`src/rtl/character_jump_pkg.sv`:
```
// Shared types and VGA bus field positions for the SkyHop character block.
`ifndef VGA_BUS_SIZE
`define VGA_BUS_SIZE 38
`endif

package character_jump_pkg;

  typedef enum logic {
    S_IDLE = 1'b0,
    S_JUMP = 1'b1
  } state_t;

  localparam logic DIR_LEFT  = 1'b1;
  localparam logic DIR_RIGHT = 1'b0;

  // Bus layout: {vcount[10:0], vsync, vblnk, hcount[10:0], hsync, hblnk, rgb[11:0]}
  localparam int RGB_LSB = 0;
  localparam int HC_LSB  = 14;
  localparam int VC_LSB  = 27;

endpackage

```
`src/rtl/character_jump_draw_rect.sv`:
```
// Overlays a solid rectangle at (xpos, ypos) onto the VGA bus; one registered stage.
`ifndef VGA_BUS_SIZE
`define VGA_BUS_SIZE 38
`endif

module draw_rect
  import character_jump_pkg::*;
#(
  parameter logic [11:0] COLOR  = 12'hFFF,
  parameter int          WIDTH  = 60,
  parameter int          HEIGHT = 60
) (
  input  logic                      clk,
  input  logic                      rst,
  input  logic                      en,
  input  logic [9:0]                xpos,
  input  logic [9:0]                ypos,
  input  logic [`VGA_BUS_SIZE-1:0]  vga_bus_in,
  output logic [`VGA_BUS_SIZE-1:0]  vga_bus_out
);

  logic [10:0] hc;
  logic [10:0] vc;
  logic [11:0] x0;
  logic [11:0] y0;
  logic        in_x;
  logic        in_y;

  assign hc   = vga_bus_in[HC_LSB +: 11];
  assign vc   = vga_bus_in[VC_LSB +: 11];
  assign x0   = {2'b00, xpos};
  assign y0   = {2'b00, ypos};
  assign in_x = ({1'b0, hc} >= x0) && ({1'b0, hc} < x0 + 12'(WIDTH));
  assign in_y = ({1'b0, vc} >= y0) && ({1'b0, vc} < y0 + 12'(HEIGHT));

  always_ff @(posedge clk) begin
    if (rst) begin
      vga_bus_out <= '0;
    end else begin
      vga_bus_out <= vga_bus_in;
      if (en && in_x && in_y) vga_bus_out[RGB_LSB +: 12] <= COLOR;
    end
  end

endmodule

```
`src/rtl/character_jump.sv`:
```
// Ballistic jump controller: per-tick horizontal step with clamping, decrementing vertical
// velocity, one-deep buffered jump request, and the character drawn via draw_rect.
`ifndef VGA_BUS_SIZE
`define VGA_BUS_SIZE 38
`endif

module character_jump
  import character_jump_pkg::*;
#(
  parameter int          GAME_WIDTH  = 800,
  parameter int          CHAR_WIDTH  = 60,
  parameter int          CHAR_HEIGHT = 60,
  parameter int          GROUND_Y    = 500,
  parameter int          JUMP_V0     = 20,
  parameter int          JUMP_DX     = 2,
  parameter logic [11:0] CHAR_COLOR  = 12'hFF0
) (
  input  logic                      clk,
  input  logic                      rst,
  input  logic                      module_en,
  input  logic                      jump_left,
  input  logic                      jump_right,
  input  logic                      one_ms_tick,
  output logic                      landed,
  output logic                      busy,
  output logic [9:0]                xpos,
  output logic [9:0]                ypos,
  input  logic [`VGA_BUS_SIZE-1:0]  vga_bus_in,
  output logic [`VGA_BUS_SIZE-1:0]  vga_bus_out
);

  localparam logic [10:0]       X_MAX    = 11'(GAME_WIDTH - CHAR_WIDTH);
  localparam logic [9:0]        X_RESET  = 10'((GAME_WIDTH - CHAR_WIDTH) / 2);
  localparam logic [9:0]        Y_GROUND = 10'(GROUND_Y);
  localparam logic signed [7:0] VY_START = 8'(JUMP_V0);
  localparam logic signed [7:0] VY_LAND  = -VY_START;

  state_t            state, state_nxt;
  logic              dir, dir_nxt;
  logic signed [7:0] vy, vy_nxt;
  logic [9:0]        x, x_nxt, y, y_nxt;
  logic              buf_vld, buf_vld_nxt, buf_dir, buf_dir_nxt;
  logic              landed_nxt;
  logic              go;

  logic [10:0]        x_dec, x_inc;
  logic signed [10:0] y_sum;

  assign x_dec = {1'b0, x} - 11'(JUMP_DX);
  assign x_inc = {1'b0, x} + 11'(JUMP_DX);
  // vy is positive going up, so the screen y shrinks by vy each tick
  assign y_sum = $signed({1'b0, y}) - $signed({{3{vy[7]}}, vy});

  always_comb begin
    state_nxt   = state;
    dir_nxt     = dir;
    vy_nxt      = vy;
    x_nxt       = x;
    y_nxt       = y;
    buf_vld_nxt = buf_vld;
    buf_dir_nxt = buf_dir;
    landed_nxt  = 1'b0;
    go          = 1'b0;
    case (state)
      S_IDLE: begin
        if (module_en) begin
          if (buf_vld) begin
            go      = 1'b1;
            dir_nxt = buf_dir;
          end else if (jump_left || jump_right) begin
            go      = 1'b1;
            dir_nxt = jump_left ? DIR_LEFT : DIR_RIGHT;
          end
        end
        if (go) begin
          vy_nxt      = VY_START;
          buf_vld_nxt = 1'b0;
          state_nxt   = S_JUMP;
        end
      end
      S_JUMP: begin
        if (!buf_vld && (jump_left || jump_right)) begin
          buf_vld_nxt = 1'b1;
          buf_dir_nxt = jump_left ? DIR_LEFT : DIR_RIGHT;
        end
        if (one_ms_tick) begin
          if (dir == DIR_LEFT) x_nxt = x_dec[10] ? 10'd0 : x_dec[9:0];
          else                 x_nxt = (x_inc > X_MAX) ? X_MAX[9:0] : x_inc[9:0];
          y_nxt = y_sum[10] ? 10'd0 : y_sum[9:0];
          if (vy == VY_LAND) begin
            y_nxt      = Y_GROUND;
            landed_nxt = 1'b1;
            state_nxt  = S_IDLE;
          end else begin
            vy_nxt = vy - 8'sd1;
          end
        end
      end
      default: state_nxt = S_IDLE;
    endcase
  end

  always_ff @(posedge clk) begin
    if (rst) begin
      state   <= S_IDLE;
      dir     <= DIR_RIGHT;
      vy      <= '0;
      x       <= X_RESET;
      y       <= Y_GROUND;
      buf_vld <= 1'b0;
      buf_dir <= DIR_RIGHT;
      landed  <= 1'b0;
      busy    <= 1'b0;
    end else begin
      state   <= state_nxt;
      dir     <= dir_nxt;
      vy      <= vy_nxt;
      x       <= x_nxt;
      y       <= y_nxt;
      buf_vld <= buf_vld_nxt;
      buf_dir <= buf_dir_nxt;
      landed  <= landed_nxt;
      busy    <= (state_nxt == S_JUMP);
    end
  end

  assign xpos = x;
  assign ypos = y;

  draw_rect #(
    .COLOR  (CHAR_COLOR),
    .WIDTH  (CHAR_WIDTH),
    .HEIGHT (CHAR_HEIGHT)
  ) u_draw_rect (
    .clk         (clk),
    .rst         (rst),
    .en          (module_en),
    .xpos        (x),
    .ypos        (y),
    .vga_bus_in  (vga_bus_in),
    .vga_bus_out (vga_bus_out)
  );

endmodule

```
`config.mk`:
```
export PLATFORM = sky130hd
export DESIGN_NAME = character_jump
export DESIGN_NICKNAME = d
export VERILOG_FILES = /design/src/rtl/character_jump_pkg.sv /design/src/rtl/character_jump_draw_rect.sv /design/src/rtl/character_jump.sv
export SDC_FILE = /design/constraint.sdc
export NUM_CORES = 1
export LEC_CHECK = 0
export ABC_AREA = 0
export CORE_ASPECT_RATIO = 0.75
export CORE_MARGIN = 2
export CORE_UTILIZATION = 51
export DETAILED_ROUTE_END_ITERATION = 10
export GPL_TIMING_DRIVEN = 1
export PLACE_DENSITY = 0.8
export SLEW_MARGIN = 20
export SYNTH_ARGS = -nofsm -noshare
export SYNTH_HDL_FRONTEND = slang
export SYNTH_SLANG_ARGS = --single-unit
```
`constraint.sdc`:
```
create_clock -name clk -period 3.2 [get_ports clk]
set_clock_uncertainty 0.05 [all_clocks]
set_input_delay 0.64 -clock clk [delete_from_list [all_inputs] [get_ports clk]]
set_output_delay 0.64 -clock clk [all_outputs]
set_load 0.1 [all_outputs]
```
After elaboration in Yosys (flattened, before gate mapping)
Cells that the tools add are included.
{"block": "classes", "addsub": 6, "n_lt_le_gt_ge": 5, "eq_ne": 5, "mux": 25, "bitwise_logic": 2, "reduce_logical": 15}
{"operator": "$mux 10", "count": 5}
{"operator": "$lt 11x12->1", "count": 2}
{"operator": "$mux 8", "count": 3}
{"operator": "$add 10x6->11 const B", "count": 2}
{"operator": "$ge 11x10->1", "count": 2}
{"operator": "$pmux 8 s2", "count": 1}
{"operator": "$mux 1", "count": 13}
{"operator": "$mux 12", "count": 1}
{"operator": "$add 10x2->11 const B", "count": 1}
{"operator": "$gt 11x10->1 const B", "count": 1}
{"operator": "$sub 10x2->11 const B", "count": 1}
{"operator": "$sub 11x8->11", "count": 1}
{"operator": "$eq 8x6->1 const B", "count": 1}
{"operator": "$sub 8x2->8 const B", "count": 1}
{"operator": "$ne 2x2->1 const B", "count": 3}
{"operator": "$reduce_and 2->1", "count": 3}
{"operator": "$reduce_and 3->1", "count": 2}
{"operator": "$logic_and 1x1->1", "count": 5}
{"operator": "$pmux 1 s2", "count": 2}
{"operator": "$reduce_or 3->1", "count": 1}
{"operator": "$ne 2x1->1 const B", "count": 1}
{"operator": "$not 1->1", "count": 2}
{"operator": "$reduce_bool 2->1", "count": 1}
{"operator": "$reduce_or 2->1", "count": 1}
{"operator": "other kinds (2)", "count": 2}
{"block": "totals", "ff_bits": 71, "wordCells": 68}

Logic depth before layout (Yosys ltp)
Gate-level depths: netlist (run 1).
{"block": "logic_depth", "ltp_word": 7, "ltp_mapped": 11}

Cells and area by module
Synthesis (run 1) repeated with hierarchy kept, for this count alone.
{"block": "unflattened", "hier_cells": 528, "hier_area_um2": 4468.0}
{"module": "character_jump", "instances": 1, "cells_per_inst": 287, "area_per_inst_um2": 2245.9, "seq_area_each_um2": 640.6}
{"module": "draw_rect", "instances": 1, "cells_per_inst": 241, "area_per_inst_um2": 2222.1, "seq_area_each_um2": 760.7}

Least setup slack after synthesis (run 1)
No wires, ideal clock.
{"block": "synth_path", "path_kind": "register to register", "from": "register x[3], in the netlist xpos[3]", "to": "register u_draw_rect.vga_bus_out[0]", "arrival_time_ns": 3.103, "path_slack_ns": -0.087, "path_stages_with_launch": 11, "period_less_slack_ns": 3.287, "cell_sequence": "dfxtp_1 inv_1 ha_1 or3b_1 nand3_1 ha_1 and2_1 a32oi_1 nand4_1 a221oi_1 a21oi_1"}
{"block": "synth_between", "elab_chain_cells": 6, "elab_cells_between_ends": 7, "cone_classes": "add/sub: 1; order compare: 2; reduce/logical: 4"}
{"element": "start: declaration", "line": "character_jump.sv:41", "text": "logic [9:0] x, x_nxt, y, y_nxt;"}
{"element": "start signal: assignment", "line": "character_jump.sv:118", "text": "x <= x_nxt;"}
{"element": "$add 10x6->11", "line": "character_jump_draw_rect.sv:33", "text": "assign in_x = ({1'b0, hc} >= x0) && ({1'b0, hc} < x0 + 12'(WIDTH));"}
{"element": "$lt 11x12->1", "line": "character_jump_draw_rect.sv:33"}
{"element": "$logic_and 1x1->1 *", "line": "character_jump_draw_rect.sv:33"}
{"element": "$logic_and 1x1->1 * (2 in a row)", "line": "character_jump_draw_rect.sv:41", "text": "if (en && in_x && in_y) vga_bus_out[RGB_LSB +: 12] <= COLOR;"}
{"element": "$reduce_or 2->1 (no source line) *"}
{"element": "end signal: assignment", "line": "character_jump_draw_rect.sv:40", "text": "vga_bus_out <= vga_bus_in;"}
{"element": "end: declaration", "line": "character_jump_draw_rect.sv:19", "text": "output logic [`VGA_BUS_SIZE-1:0] vga_bus_out"}
Every way passes the cells marked *; elsewhere a longest branch is shown, timed or not.
A chain may end at the register's enable or synchronous reset.

Worst setup path after layout (run 1)
{"block": "layout_path", "from": "register x[3], in the netlist xpos[3]", "to": "register u_draw_rect.vga_bus_out[2]"}
Same word-level chain as after synthesis.

==> results of run 1 <==
[per-layer routing]
| metal | track usage (%) | vias to the layer above |
|---|---|---|
| li1 | - | 2020 |
| met1 | 33.1 | 1903 |
| met2 | 40.3 | 171 |
| met3 | 6.86 | 17 |
| met4 | 8.31 | 0 |
| met5 | 0 | - |
[synthesized netlist by cell type, drive strengths merged (4+ instances only)]
master   count  area, µm²
nand2       31        116
nor3        23        141
nor2b       32        200
a31oi        5       31.3
clkbuf       7       26.3
and2         5       31.3
a21oi       37        185
nand3       20        105
a22o         4       35.0
inv         37        139
o211ai       7       52.6
and3         4       25.0
o2bb2ai      8       70.1
buf          9       56.3
a221o        8       80.1
dfxtp       70       1400
a211oi       5       37.5
nand4        5       37.5
ha          54        676
a21o         6       45.0
xnor2       26        228
o21ai       19       95.1
nor2        25       93.8
[final cells by class]
class                           count  area [µm²]  area share [%]
Timing Repair Buffer              109         921            16.3
Sequential cell                    70        1410            24.8
Clock buffer                       10         229            4.05
Tap cell                          108         135            2.39
Multi-Input combinational cell    376        2750            48.6
Clock inverter                      6        70.1            1.24
Inverter                           39         146            2.59
[worst max path at each step]
stage                                      end  slack [ns]  cells after the start           start
floorplan           u_draw_rect.vga_bus_out[0]        0.10                     10         xpos[6]
global placement    u_draw_rect.vga_bus_out[3]        0.48                      8  vga_bus_in[16]
detailed placement  u_draw_rect.vga_bus_out[2]        0.36                      8  vga_bus_in[16]
CTS                 u_draw_rect.vga_bus_out[2]        0.34                     10         xpos[3]
global route        u_draw_rect.vga_bus_out[2]        0.12                     10         xpos[3]
finish              u_draw_rect.vga_bus_out[2]        0.30                     10         xpos[3]
[placed cells by master, fill, tap and decap left out, types with 5 or more instances in the layout]
cell type | synthesis | final
and2_1 | 5 | 5
a211oi_1 | 5 | 5
buf_4 | 3 | 66
xnor2_1 | 26 | 26
nor3_1 | 19 | 19
o21ai_0 | 16 | 16
nor2b_1 | 32 | 32
a21o_1 | 6 | 6
o2bb2ai_1 | 8 | 8
clkbuf_16 | 0 | 9
ha_1 | 54 | 54
nor2_1 | 25 | 25
a221o_1 | 8 | 8
clkdlybuf4s50_1 | 0 | 42
inv_1 | 36 | 36
o211ai_1 | 7 | 7
a21oi_1 | 37 | 37
nand2_1 | 31 | 31
dfxtp_1 | 70 | 67
a31oi_1 | 5 | 5
nand3_1 | 19 | 19
[stage by stage]
step | total power (W) | cells | worst slack (ns)
final | 0.00283 | 718 | 0.304
after global routing | 0.00295 | 718 | 0.120
after CTS | 0.00285 | 718 | 0.340
after detailed placement | 0.00183 | 702 | 0.357
after global placement | 0.00181 | 702 | 0.476
after floorplan | 0.00161 | 501 | 0.100
[worst max-delay path, delay by kind of cell (launching register included)]
family	cells	cell delay (ns)
compound gates	3	0.80
flops	1	0.36
fa+ha+maj	2	0.48
buf+inv	1	0.18
simple gates	4	0.88
[logic make-up (layout without fill, tap and decap cells)]
family | after synthesis | after routing | synth area share, %
xor gates and xnor gates | 28 | 28 | 5.60
and+or+nand+nor | 160 | 160 | 19.8
AOI/OAI and AO/OA | 128 | 128 | 20.5
other | 1 | 1 | 0.0856
adders and majority gates | 55 | 55 | 15.9
muxes | 4 | 4 | 0.942
buffers and inverters | 55 | 164 | 5.23
DFF | 70 | 70 | 32.0
[registers in the layout (all words and copies together) (netlist names)]
name and cells:
dir 1, state 1, landed 1, ypos 10, buf_vld 1, u_draw_rect.vga_bus_out 38
buf_dir 1, xpos 9, vy 8
[where the power goes]
| part | switching, W | leakage, nW | internal [W] |
|---|---|---|---|
| clock network | 0.000402 | 0.136 | 0.000608 |
| logic | 0.000569 | 1.75 | 0.000283 |
| registers | 0.0000470 | 0.579 | 0.000922 |
| total | 0.00102 | 2.46 | 0.00181 |
==> summary.md, run 1 <==
| Metric | Value |
|---|---|
| Setup violators final | `0` |
| CTS tree | `done` |
| Reg-to-Reg End | `u_draw_rect.vga_bus_out[2]` |
| Tightest Pin Transition | `around 0.57 ns` |
| Clk pin slew, worst setup/hold paths | `~0.060 ns` |
| Register area share after synthesis | `32.0%` |
| Initial DRC Count | `about 270` |
| R2r setup slk | `between 0.3 and 0.4 ns` |
| Crit path capture type | `flip-flop` |
| Reg2Reg Launch Point | `xpos[3]` |
| Tmin final | `a little under 3 ns` |
| Share of cells above drive strength 1 | `between 15 and 20%` |
| CP max stage delay | `just under 0.5 ns` |
| Clk root buf | `clkbuf_16` |
| Outcome | `finished, final reports clean` |
| DRC violations left | `0` |
| Period utilization | `between 90% and 100%` |
| Number of nets with antenna violations after routing | `0` |
| Fill cell count | `about 690` |
| Worst IR drop on VDD | `between 0.4 and 0.5 mV` |
| Clk_lat worst skew | `~0.34 ns` |
| Hold Crit Class | `flip-flop to flip-flop` |
| Peak fanout along the critical path | `9` |
| F_max | `0.345 GHz` |
| Worst Reg-to-Reg Cells | `10` |
| Slowest CP cell | `a221oi_1` |
| GPL Wtd Cong | `slightly above 0.9` |
| Synth Warn # | `0` |
| DP Area | `between 5000 and 6000 µm²` |
| Final WL | `11500 µm` |
| Inserted Clock Buffers | `9` |
| Metal2 WL | `5090 µm` |
| Via count | `slightly above 4000` |
| Max capacitance violation total | `0` |
| Hold EP | `buf_dir` |
| Resize count post-CTS | `0` |
| Wire per inst | `approximately 16 µm` |
| Static Leak | `about 2.5 nW` |
| Final Util | `67.2%` |
| Port bufs | `approximately 100` |
| FP Rows | `29` |
| Hold slack | `0.463 ns` |
| Top_reg_cell synth | `dfxtp_1` |
| Max-slew headroom | `about three fifths` |
| Post-Synthesis Cell Area | `between 4000 and 5000 µm²` |
| Final Hold Vio Count | `0` |
| Worst Min Path Start | `buf_dir` |
| Ports | `104` |
| Seq cells post-synth | `70` |
| Full die area | `just over 9000 µm²` |
| Hold-fix buffers, CTS | `0` |
| Core area | `8420 µm²` |
| Critical path, cell by cell | `inv_1, ha_1, or3b_1, nand3_1, ha_1, and2_1, a32oi_1, nand4_1, a221oi_1, a21oi_1` |
| Largest net degree at the start of global routing | `34` |
| H-tree Lvls | `3` |
| Die span in x | `between 100 and 150 µm` |
| WL met1 | `around 5400 µm` |
| Area Overhead vs Synth | `29.1%` |
| Clock Sinks | `70` |
| Synth Net Count | `600` |
| Post-CTS Repair Setup Buffers | `0` |
| First drt pass iteration count | `5` |
| GRT overflow | `0` |
| Setup TNS | `0 ns` |
| DP HPWL | `around 8700 µm` |
| Ys async rst share | `0%` |
| Worst Setup Start Kind | `flip-flop` |
| Post-synthesis cell type count | `between 60 and 70` |
| Number of synthesized flops with an enable pin | `0` |
| Cells after Synth | `between 500 and 600` |
| Slew Limit Fails | `0` |
| CTS max path bufs | `2` |
| Worst path arrival time | `between 3 and 4 ns` |
| Starting Density | `a little over half` |
| Metal3 WL | `between 900 and 1000 µm` |
| Worst hold stages | `2` |
| Pwr/cell area | `approximately 500 nW/µm²` |
| GRT Total Usage | `25.1%` |
| Final design instance area without fill | `approximately 5700 µm²` |
| CP Class | `flip-flop to flip-flop` |
| Vias in the first global route | `3963` |
| Avg Inst Size Synth | `slightly below 9 µm²` |
| Vias/cell | `around 5.7` |
| Antenna violations before repair | `0` |
| Chip Height | `~84 µm` |
| Highest routed layer | `met4` |
| Layout net count | `between 700 and 800` |
| ANT cells | `0` |
| RSZ-0062 raised after global routing | `false` |
| Critical Path RT | `approximately 3.4 ns` |
| Most used cell, CP | `ha_1` |
| First-pass GRT wire length | `approximately 19000 µm` |
Note: power is estimated with default switching activity, not from simulation.
==> run 2, diff against run 1 <==
--- a/config.mk
+++ b/config.mk
@@ -10,7 +10,9 @@
 export CORE_MARGIN = 2
 export CORE_UTILIZATION = 51
 export DETAILED_ROUTE_END_ITERATION = 10
+export GPL_ROUTABILITY_DRIVEN = 0
 export GPL_TIMING_DRIVEN = 1
+export MAX_ROUTING_LAYER = met4
 export PLACE_DENSITY = 0.8
 export SLEW_MARGIN = 20
 export SYNTH_ARGS = -nofsm -noshare
==> run 2 against run 1 <==
Against the previous run: via count is 0.41% higher; sequential power barely moved; worst hold slack is essentially flat; sequential share of layout area unchanged; non-clock buffer count unchanged; power barely moved.
==> summary.md, run 2 (synthesis gave the netlist of run 1 again) <==
| Metric | Value |
|---|---|
| Worst Setup Start Kind | `flip-flop` |
| Biggest register | `u_draw_rect.vga_bus_out` |
| First drt pass iteration count | `5` |
| Starting Density | `52.1%` |
| Most frequent cells in the layout | `67 x dfxtp_1, 66 x buf_4, 54 x ha_1` |
| Slowest CP cell | `a221oi_1` |
| First-pass GRT wire length | `approximately 19000 µm` |
| Worst Reg-to-Reg Cells | `10` |
| Tightest Pin Transition | `around 0.59 ns` |
| Worst IR drop on VDD | `0.473 mV` |
| Most used cell, CP | `ha_1` |
| CTS max path bufs | `2` |
| Most common cell after layout, fill and taps aside | `dfxtp_1` |
| Worst path arrival time | `3.02 ns` |
| Reg-to-Reg End | `u_draw_rect.vga_bus_out[2]` |
| Post-CTS Repair Setup Buffers | `0` |
| Fill cell count | `approximately 690` |
| Via count | `4128` |
| Pwr/cell area | `around 500 nW/µm²` |
| Max FFs per register | `38` |
| Crit path capture type | `flip-flop` |
| DP HPWL | `~8700 µm` |
| Slew Limit Fails | `0` |
| Clk root buf | `clkbuf_16` |
| Vias/cell | `~5.7` |
| Layout net count | `between 700 and 800` |
| Share of cells above drive strength 1 | `about 16%` |
| ANT cells | `0` |
| Max-slew headroom | `roughly three fifths` |
| Clock Sinks | `70` |
| Dpl cells | `about 700` |
| Final worst setup slack | `0.325 ns` |
| Clk_lat worst skew | `between 0.3 and 0.4 ns` |
| Largest net degree at the start of global routing | `34` |
| CTS tree | `done` |
| Peak fanout along the critical path | `9` |
| CP Class | `flip-flop to flip-flop` |
| F_max | `around 0.35 GHz` |
| H-tree Lvls | `3` |
| Clk pin slew, worst setup/hold paths | `0.06 ns` |
| Setup WS pre-CTS | `approximately 0.36 ns` |
| Full die area | `~9400 µm²` |
| Chip Height | `around 84 µm` |
| Wire per inst | `~16 µm` |
| Critical Path RT | `between 3 and 4 ns` |
| Ports | `around 100` |
| Number of nets with antenna violations after routing | `0` |
| Setup TNS | `0 ns` |
| Outcome | `finished, final reports clean` |
| R2r setup slk | `approximately 0.33 ns` |
| Critical path, cell by cell | `inv_1, ha_1, or3b_1, nand3_1, ha_1, and2_1, a32oi_1, nand4_1, a221oi_1, a21oi_1` |
| Port bufs | `~100` |
| Period utilization | `between 80% and 90%` |
| CP max stage delay | `between 0.4 and 0.5 ns` |
| Hold-fix buffers, CTS | `0` |
| FP Rows | `29` |
| RSZ-0062 raised after global routing | `false` |
| Area Overhead vs Synth | `29.1%` |
| Static Leak | `2.46 nW` |
| Max capacitance violation total | `0` |
| GRT Total Usage | `25.9%` |
| Initial DRC Count | `~290` |
| Tmin final | `approximately 2.9 ns` |
| Antenna violations before repair | `0` |
| Final WL | `roughly 12000 µm` |
| GRT overflow | `0` |
| Sequential cell area | `between 1000 and 1500 µm²` |
| Post-Layout Cell Count | `just over 700` |
| Die span in x | `111 µm` |
| DRC violations left | `0` |
| Inserted Clock Buffers | `9` |
| Core area | `~8400 µm²` |
| Hold Crit Class | `flip-flop to flip-flop` |
| Reg2Reg Launch Point | `xpos[3]` |
| Vias in the first global route | `just under 4000` |
| Setup violators final | `0` |
| Final Hold Vio Count | `0` |
| CP endpoint | `u_draw_rect.vga_bus_out[2]` |
| Resize count post-CTS | `0` |
| Multi-input combinational cell area | `2750 µm²` |
| Worst setup path startpoint | `xpos[3]` |
==> run 2: cell counts in the layout (fill, tap and decap cells not counted) <==
No cell type changed its count.
==> run 2: how the worst min path moves through the flow <==
stage	cells after the start	to	start
4_1_cts	2	buf_dir	buf_dir
5_1_grt	2	buf_vld	buf_vld
3_3_place_gp	2	buf_vld	buf_vld
3_5_place_dp	2	buf_dir	buf_dir
6_report	2	buf_dir	buf_dir
2_1_floorplan	2	buf_dir	buf_dir
==> run 2: routing by layer <==
metal | GRT usage, % | part of all wire, % | vias to the layer above
li1 | - | - | 2024
met4 | 8.31 | 1.6 | 0
met5 | - | 0 | -
met2 | 40.3 | 44 | 184
met1 | 33.2 | 46 | 1899
met3 | 6.79 | 8.2 | 21
==> run 2: cell type report <==
cell class | instances | share of cell area (%)
clock buffer | 10 | 4.05
clock inverter | 6 | 1.24
inverter | 39 | 2.59
multi-input combinational | 376 | 48.6
sequential | 70 | 24.8
tap | 108 | 2.39
timing repair buffer | 109 | 16.3
==> run 2: per-stage QoR <==
step                instance area (µm²)  utilization [%]  power, W  hold slack (ns)
floorplan                          4390                -   0.00161            0.415
global placement                   5360             63.7   0.00181            0.434
detailed placement                 5360             63.7   0.00183            0.449
CTS                                5660             67.2   0.00285            0.465
global route                       5660             67.2   0.00295            0.502
finish                             5660             67.2   0.00283            0.463
==> run 2: report_power, final <==
group	leakage, nW	switching (W)	internal, W
Clock	0.136	0.000401	0.000609
Sequential	0.579	0.0000469	0.000922
Combinational	1.75	0.000569	0.000283
Total	2.46	0.00102	0.00181
==> run 2: critical path, delay by kind of cell, from the launching register on <==
family / cells / cell delay, ns
AOI/OAI and AO/OA: 3 / 0.79
adders and majority gates: 2 / 0.48
DFF: 1 / 0.36
buffers and inverters: 1 / 0.18
and+or+nand+nor: 4 / 0.88
==> run 3, diff against run 2 <==
--- a/config.mk
+++ b/config.mk
@@ -18,3 +18,4 @@
 export SYNTH_ARGS = -nofsm -noshare
 export SYNTH_HDL_FRONTEND = slang
 export SYNTH_SLANG_ARGS = --single-unit
+export TNS_END_PERCENT = 10
==> results of run 3 <==
No change in the layout: final DEF, timing and power equal those of run 2.
